<file path="config.mk">
export PLATFORM = sky130hd
export DESIGN_NAME = flow_capture_fifo
export DESIGN_NICKNAME = d
export VERILOG_FILES = /design/src/rtl/flow_capture_fifo.sv
export SDC_FILE = /design/constraint.sdc
export NUM_CORES = 1
export LEC_CHECK = 0
export ABC_AREA = 1
export BUFFER_PORTS_ARGS = -buffer_cell sky130_fd_sc_hd__buf_2
export CORE_ASPECT_RATIO = 1.5
export CORE_MARGIN = 3
export CORE_UTILIZATION = 50
export CTS_BUF_LIST = sky130_fd_sc_hd__clkbuf_16
export CTS_CLUSTER_DIAMETER = 200
export DETAILED_ROUTE_END_ITERATION = 8
export HOLD_SLACK_MARGIN = 0.12
export PLACE_DENSITY = 0.72
export SLEW_MARGIN = 15
export SYNTH_ARGS = -nofsm -noshare
export SYNTH_HDL_FRONTEND = slang
export SYNTH_SLANG_ARGS = --single-unit
</file>
<file path="constraint.sdc">
create_clock -name clk -period 6.7 [get_ports clk]
set_input_delay 1.005 -clock clk [delete_from_list [all_inputs] [get_ports clk]]
set_output_delay 1.005 -clock clk [all_outputs]
set_load 0.05 [all_outputs]
</file>
<file path="src/rtl/flow_capture_fifo.sv">
// Capture stage for the secret-flow demo: queues non-zero out1/out2 words with source tag
// and shadow phase, drains them over valid/ready, and records every lost capture.
module flow_capture_fifo #(
    parameter int DATA_W = 32,
    parameter int DEPTH  = 4,
    parameter int CNT_W  = 8
) (
    input  logic                       clk,
    input  logic                       rst,
    input  logic                       enable,
    input  logic [DATA_W-1:0]          out1,
    input  logic [DATA_W-1:0]          out2,
    output logic                       m_valid,
    input  logic                       m_ready,
    output logic [DATA_W-1:0]          m_data,
    output logic                       m_src,
    output logic [1:0]                 m_phase,
    output logic [$clog2(DEPTH):0]     count,
    output logic                       overflow,
    output logic [CNT_W-1:0]           drop_cnt
);
    localparam int AW = $clog2(DEPTH);
    localparam int CW = AW + 1;
    localparam logic [CW-1:0] FULL_COUNT = CW'(DEPTH);

    logic [DATA_W-1:0] r_mem_data  [DEPTH];
    logic              r_mem_src   [DEPTH];
    logic [1:0]        r_mem_phase [DEPTH];

    logic [AW-1:0]     r_wr_ptr;
    logic [AW-1:0]     r_rd_ptr;
    logic [CW-1:0]     r_count;
    logic [1:0]        r_phase;
    logic              r_overflow;
    logic [CNT_W-1:0]  r_drop_cnt;

    logic              w_out1_nz;
    logic              w_out2_nz;
    logic              w_cand_valid;
    logic [DATA_W-1:0] w_cand_data;
    logic              w_cand_src;
    logic              w_pop;
    logic              w_push;
    logic              w_full_loss;
    logic [1:0]        w_losses;
    logic [CNT_W:0]    w_drop_sum;
    logic              w_valid;

    assign w_out1_nz    = (out1 != '0);
    assign w_out2_nz    = (out2 != '0);
    assign w_cand_valid = w_out1_nz | w_out2_nz;
    assign w_cand_src   = w_out2_nz;
    assign w_cand_data  = w_out2_nz ? out2 : out1;

    assign w_valid      = (r_count != '0);
    assign w_pop        = w_valid & m_ready;
    // A full FIFO still accepts a capture when the head leaves on the same edge.
    assign w_push       = w_cand_valid & ((r_count != FULL_COUNT) | w_pop);
    assign w_full_loss  = w_cand_valid & ~w_push;
    assign w_losses     = {1'b0, w_out1_nz & w_out2_nz} + {1'b0, w_full_loss};
    assign w_drop_sum   = {1'b0, r_drop_cnt} + (CNT_W + 1)'(w_losses);

    // Storage is deliberately left uninitialised; output gating hides stale entries.
    always_ff @(posedge clk) begin
        if (w_push && !rst) begin
            r_mem_data[r_wr_ptr]  <= w_cand_data;
            r_mem_src[r_wr_ptr]   <= w_cand_src;
            r_mem_phase[r_wr_ptr] <= r_phase;
        end
    end

    always_ff @(posedge clk) begin
        if (rst) begin
            r_wr_ptr   <= '0;
            r_rd_ptr   <= '0;
            r_count    <= '0;
            r_phase    <= '0;
            r_overflow <= 1'b0;
            r_drop_cnt <= '0;
        end else begin
            if (w_push) begin
                r_wr_ptr <= r_wr_ptr + 1'b1;
            end
            if (w_pop) begin
                r_rd_ptr <= r_rd_ptr + 1'b1;
            end
            r_count <= r_count + CW'(w_push) - CW'(w_pop);
            if (enable) begin
                r_phase <= r_phase + 2'd1;
            end
            if (w_full_loss) begin
                r_overflow <= 1'b1;
            end
            // At most two losses per cycle, so the carry bit alone signals saturation.
            r_drop_cnt <= w_drop_sum[CNT_W] ? {CNT_W{1'b1}} : w_drop_sum[CNT_W-1:0];
        end
    end

    assign m_valid  = w_valid;
    assign m_data   = w_valid ? r_mem_data[r_rd_ptr]  : '0;
    assign m_src    = w_valid ? r_mem_src[r_rd_ptr]   : 1'b0;
    assign m_phase  = w_valid ? r_mem_phase[r_rd_ptr] : 2'd0;
    assign count    = r_count;
    assign overflow = r_overflow;
    assign drop_cnt = r_drop_cnt;
endmodule

</file>
==> results of run 1 <==
tightest hold or removal path: cells and delay by family, from the launching register on:
kind	cells	cell delay [ns]
DFF	1	0.31
buffers and inverters	1	0.05
AOI/OAI and AO/OA	1	0.05
cell families (layout without fill, tap and decap cells):
kind of cell,count (synthesis),in the layout,share of synthesized area
flops,160,160,0.675
xor+xnor,6,6,0.00770
buf+inv,57,182,0.0356
simple gates,241,241,0.139
compound gates,154,154,0.124
fa+ha+maj,9,9,0.0187
cells in the mapped netlist, types with 7 or more instances:
| cell | n |
|---|---|
| o21ai_0 | 71 |
| edfxtp_1 | 140 |
| buf_2 | 11 |
| nand2_1 | 30 |
| nor2_1 | 193 |
| a21o_1 | 30 |
| inv_1 | 24 |
| clkbuf_1 | 14 |
| dfxtp_1 | 20 |
| ha_1 | 7 |
| a21oi_1 | 46 |
cells in the final DEF, fill, tap and decap left out, types with 3 or more instances in the layout:
cell type  count
buf_2        115
clkbuf_16     17
a21oi_1       46
nor3_2         4
inv_1         24
inv_6          3
inv_2          3
nor2_1       193
o21ai_0       71
ha_1           7
nand3_1        6
edfxtp_1     140
o21ai_1        6
nand2_1       30
xor2_1         4
buf_4          7
dfxtp_1       19
clkinv_1       3
clkinv_4       4
a21o_1        30
area by class of cell:
cell class	count	area, µm²
clock inverters	15	160
clock buffers	17	425
multi-input cells	410	1990
flip-flops and latches	160	4610
well taps	159	199
inverters	28	105
repair buffers	122	628
fillers	1015	5030
metrics by stage:
step	std cells	util
CTS	911	0.618
floorplan	627	-
global route	911	0.618
finish	911	0.618
detailed placement	879	0.573
global placement	879	0.573
layer usage:
layer	wire, µm	track usage	vias to the layer above
met1	5720	0.233	2356
met5	0	0	-
met4	460	0.0951	0
met2	8640	0.389	201
li1	-	-	2385
met3	1020	0.0510	34
where the power goes:
group	internal [mW]	leakage (nW)	switching, mW	total (mW)
clock	0.553	0.281	0.386	0.939
sequential	1.21	1.44	0.0406	1.25
combinational	0.260	1.53	0.956	1.22
total	2.03	3.26	1.38	3.41
state kept, by name, indices dropped and copies added (netlist names), named ones only:
name / flops
count: 3
drop_cnt: 8
overflow: 1
r_mem_data: 128
r_mem_phase: 8
r_mem_src: 4
r_phase: 2
r_rd_ptr: 2
r_wr_ptr: 2
worst min path at each step:
stage / start / endpoint
after floorplan: r_rd_ptr[1] / flop
after global placement: r_rd_ptr[1] / r_rd_ptr[1]
after detailed placement: overflow / overflow
after CTS: overflow / overflow
after global routing: overflow / overflow
final: overflow / overflow
==> impl_metrics.json, run 1 <==
{
  "worstPathMaxFanout": 35,
  "hold_slack_ns": 0.456,
  "crit_type": "in -> reg",
  "grt_pass1_wl_um": 24400,
  "fin_nets": 816,
  "skew_ns": 0.00679,
  "rr_endpoint": "count[2]",
  "start_util": 0.519,
  "vias_per_cell": 5.46,
  "cts_resized": 0,
  "clockRootBuffer": "clkbuf_16",
  "hold_class": "reg -> reg",
  "end_kind": "flop",
  "syn2layout_area_growth_pct": 19.0,
  "ant_nets": 0,
  "power.leakage_nw": 3.26,
  "worstSetupEndpoint": "drop_cnt[5]",
  "hpwlAfterDp_um": 9570,
  "startpoint": "out2[31]",
  "htree_levels": 4,
  "preCtsSetupSlack_ns": 2.41,
  "drive_gt1_frac": 0.218,
  "relSlewSlack": 0.269,
  "grt_pass1_vias": 5075,
  "maxClockFrequency_ghz": 0.260,
  "r2r_setup_slack_ns": 3.68,
  "core_area_um2": 13100,
  "clk_path_buf_depth": 2,
  "io_pins": 116,
  "hold_path_depth": 2,
  "synth_async_sr_flop_share": 0,
  "cp.buffers_inverters": 3,
  "syn_area_um2": 6820,
  "num_antenna_cells": 0,
  "hold_violations": 0,
  "grt_overflow": 0,
  "place_area_um2": 7530,
  "drc": 0,
  "cap_violations": 0,
  "postCtsSetupRepairBufs": 0,
  "ys_seq_area_frac": 0.675,
  "crit_chain": "buf_2 -> nor2_1 -> nand2_1 -> nor2_1 -> nand2_1 -> nor2_4 -> nand2_2 -> nand2_1 -> inv_1 -> fa_1 -> ha_1 -> nand3_1 -> nand3b_1 -> nor2_1 -> o21ai_0 -> inv_1",
  "gp_congestion": 0.773,
  "firstDrtPassIters": 5,
  "finalSetupTns_ns": 0,
  "syn_area_per_cell_um2": 10.9,
  "min_period_ns": 3.85,
  "crit_family": "simple AND/OR/NAND/NOR gates",
  "p_per_area_nw_per_um2": 420,
  "routedWlPerCell_um": 17.4,
  "ys.flop_type": "edfxtp_1",
  "fin_ws_ns": 2.85,
  "die_h_um": 149,
  "ys_warn_count": 0,
  "rows": 51,
  "cts_hold_buf": 0,
  "synth_area_leader_cell": "edfxtp_1",
  "status": "complete, no violations",
  "period_share": 0.575,
  "r2r_cells": 10,
  "worst_pin_slew_ns": 1.09,
  "setup_viol": 0,
  "synth_edf_count": 140,
  "drtIter0Drc": 389,
  "ys_seq_elements": 160,
  "regToRegStartpoint": "count[1]",
  "insertion_delay_ns": 0.41,
  "syn_inst": 627,
  "peakVddDrop_uv": 360,
  "die_width_um": 101,
  "rsz0062_at_grt": "false",
  "slew_violations": 0,
  "crit_path_start_kind": "input pin",
  "cp.depth": 16,
  "grt_max_degree": 72,
  "cts_made_buffers": 17,
  "totalWireLength_um": 15800,
  "crit_arrival_ns": 4.15,
  "required_ns": 7.00,
  "cts_tree": "done",
  "vias": 4976,
  "fin_total_pwr_mw": 3.41,
  "fp.dieArea_um2": 15100,
  "cp_slowest_cell": "nor2_4",
  "synth_cell_types": 25,
  "yosys.area.top_type_share": 0.616,
  "synth_nets": 704,
  "clock_sinks": 160,
  "antenna_found_initial": 0,
  "slowest_delay_ns": 0.76,
  "clkTransAtPathRegs_ns": 0.06,
  "fin_area_um2": 8120,
  "port-buffer-count": 115,
  "synth_area_leaders": "edfxtp_1, nor2_1, dfxtp_1",
  "grtUsageTotal": 0.214
}
Note: power is estimated with default switching activity, not from simulation.
==> run 2, diff against run 1 <==
==> constraint.sdc (replaced) <==
create_clock -name clk -period 4.05 [get_ports clk]
set_input_delay 0.6075 -clock clk [delete_from_list [all_inputs] [get_ports clk]]
set_output_delay 0.6075 -clock clk [all_outputs]
set_load 0.05 [all_outputs]
==> run 2 against run 1 <==
Die area unchanged. Design area grew 0.59%. Hold slack gained 0.0035 ns. Flip-flop and latch count did not move. Power increased by 67%. Sequential share of layout area decreased by 0.33 points. Routed wire length fell by 0.25%. Non-clock buffer count increased by 4. First-iteration DRC count is 19% lower. Sequential power rose by 66%. Via count decreased by 0.34%. Global-route usage is 0.081 points lower. Critical endpoint is now m_data[3].
==> impl_metrics.json, run 2 (same netlist as run 1, synthesis figures left out) <==
{
  "preCtsSetupSlack_ns": 0.659,
  "peakVddDrop_uv": 622,
  "num_antenna_cells": 0,
  "cp.buffers_inverters": 4,
  "layout_commonest_cell": "nor2_1",
  "syn2layout_area_growth_pct": 19.7,
  "r2r_cells": 11,
  "firstDrtPassIters": 5,
  "drc": 0,
  "cpMostUsedCell": "buf_4",
  "rsz0062_at_grt": "false",
  "dr_wl_met3_um": 779,
  "swShare": 0.400,
  "cts_hold_buf": 0,
  "crit_family": "buffers and inverters",
  "slew_violations": 0,
  "crit_arrival_ns": 2.39,
  "clk_path_buf_depth": 2,
  "fp.dieArea_um2": 15100,
  "power.internal_mw": 3.42,
  "r2r_setup_slack_ns": 1.59,
  "hold_class": "reg -> reg",
  "grtUsageTotal": 0.214,
  "skew_ns": 0.00775,
  "seq_power_share": 0.364,
  "io_pins": 116,
  "finalSetupTns_ns": 0,
  "vias": 4959,
  "grt_pass1_wl_um": 24300,
  "grt_overflow": 0,
  "slowest_delay_ns": 0.42,
  "ant_nets": 0,
  "cp_slowest_cell": "buf_4",
  "required_ns": 3.44,
  "power.leakage_nw": 3.28,
  "insertion_delay_ns": 0.41,
  "end_kind": "output port",
  "wl_met2_um": 8910,
  "core_area_um2": 13100,
  "min_period_ns": 3.00,
  "power_frac_clock": 0.281,
  "gp_congestion": 0.782,
  "setup_viol": 0,
  "drive_gt1_frac": 0.224,
  "p_switching_mw": 2.28,
  "clkTransAtPathRegs_ns": 0.06,
  "grt_max_degree": 71,
  "cp.depth": 7,
  "start_util": 0.519,
  "drtIter0Drc": 314,
  "worst_pin_slew_ns": 0.772,
  "regToRegStartpoint": "count[1]",
  "postCtsSetupRepairBufs": 0,
  "worstPathMaxFanout": 36,
  "die_width_um": 101,
  "status": "complete, no violations",
  "cts_tree": "done",
  "cts_resized": 0,
  "htree_levels": 4,
  "grt_pass1_vias": 5060,
  "port-buffer-count": 115,
  "cts_made_buffers": 17,
  "fin_ws_ns": 1.05,
  "maxClockFrequency_ghz": 0.333,
  "rows": 51,
  "regMostFlops": "r_mem_data",
  "vias_per_cell": 5.43,
  "rr_endpoint": "count[2]",
  "drt-met1-wl_um": 5750,
  "layout_common_cells": "nor2_1, edfxtp_1, buf_2",
  "period_share": 0.741,
  "p_per_area_nw_per_um2": 698,
  "totalWireLength_um": 15800,
  "clockRootBuffer": "clkbuf_16",
  "fin_total_pwr_mw": 5.70,
  "crit_type": "reg -> out",
  "worstSetupEndpoint": "m_data[3]",
  "die_h_um": 149,
  "routedWlPerCell_um": 17.3,
  "crit_chain": "buf_4 -> clkinv_1 -> buf_4 -> nor2_1 -> o21ai_0 -> a21oi_1 -> buf_2",
  "hold_violations": 0,
  "top_layer": "met4",
  "cap_violations": 0,
  "largest_register_ffs": 128,
  "relSlewSlack": 0.485,
  "pwr-share-comb": 0.354,
  "fin_nets": 820,
  "num-fill-cells": 1038,
  "hpwlAfterDp_um": 9990,
  "antenna_found_initial": 0,
  "crit_path_start_kind": "flop",
  "clock_sinks": 160
}
[run 2: cell count changes in the layout (fill, tap and decap cells not counted)]
cell	before	now
buf_4	7	11
clkinv_4	4	0
inv_6	3	6
clkinv_1	3	1
clkinvlp_4	2	4
bufinv_16	2	3
inv_8	1	0
[run 2: worst min-delay path by stage]
stage	start	to	slack, ns	depth (start not counted)
6_report	overflow	overflow	0.46	2
5_1_grt	enable	r_phase[0]	0.47	3
4_1_cts	enable	r_phase[0]	0.46	3
3_5_place_dp	overflow	overflow	0.45	2
3_3_place_gp	r_rd_ptr[1]	r_rd_ptr[1]	0.45	2
2_1_floorplan	r_rd_ptr[1]	flop	0.44	2
[run 2: metrics by stage]
stage,util,instances,instance area (µm²),hold slack [ns]
2_1_floorplan,-,627,6820,0.436
3_3_place_gp,0.575,883,7560,0.449
3_5_place_dp,0.575,883,7560,0.447
4_1_cts,0.621,914,8170,0.458
5_1_grt,0.621,914,8170,0.474
6_report,0.621,914,8170,0.459
[run 2: worst min-delay path, stage by stage, from the launching register on]
cell,delay [ns]
dfxtp_1,0.31
inv_1,0.05
a21oi_1,0.05
[run 2: layout make-up]
| class | count | area [µm²] | share of cell area |
|---|---|---|---|
| clock inverters | 14 | 178 | 0.0218 |
| inverters | 28 | 105 | 0.0129 |
| repair buffers | 126 | 658 | 0.0806 |
| well taps | 159 | 199 | 0.0244 |
| clock buffers | 17 | 425 | 0.0521 |
| multi-input cells | 410 | 1990 | 0.244 |
| flip-flops and latches | 160 | 4610 | 0.564 |
[run 2: power groups by stage]
| stage | logic (mW) | clock network [mW] | registers, mW |
|---|---|---|---|
| finish | 2.02 | 1.60 | 2.08 |
| global route | 2.18 | 1.69 | 2.09 |
| CTS | 2.05 | 1.62 | 2.08 |
| detailed placement | 2.04 | 0 | 2.11 |
| global placement | 2.01 | 0 | 2.10 |
| floorplan | 1.44 | 0 | 2.18 |
[run 2: per-layer routing]
layer	vias up	GRT usage
met2	134	0.398
li1	2391	-
met4	0	0.104
met5	-	0
met3	25	0.0454
met1	2409	0.220
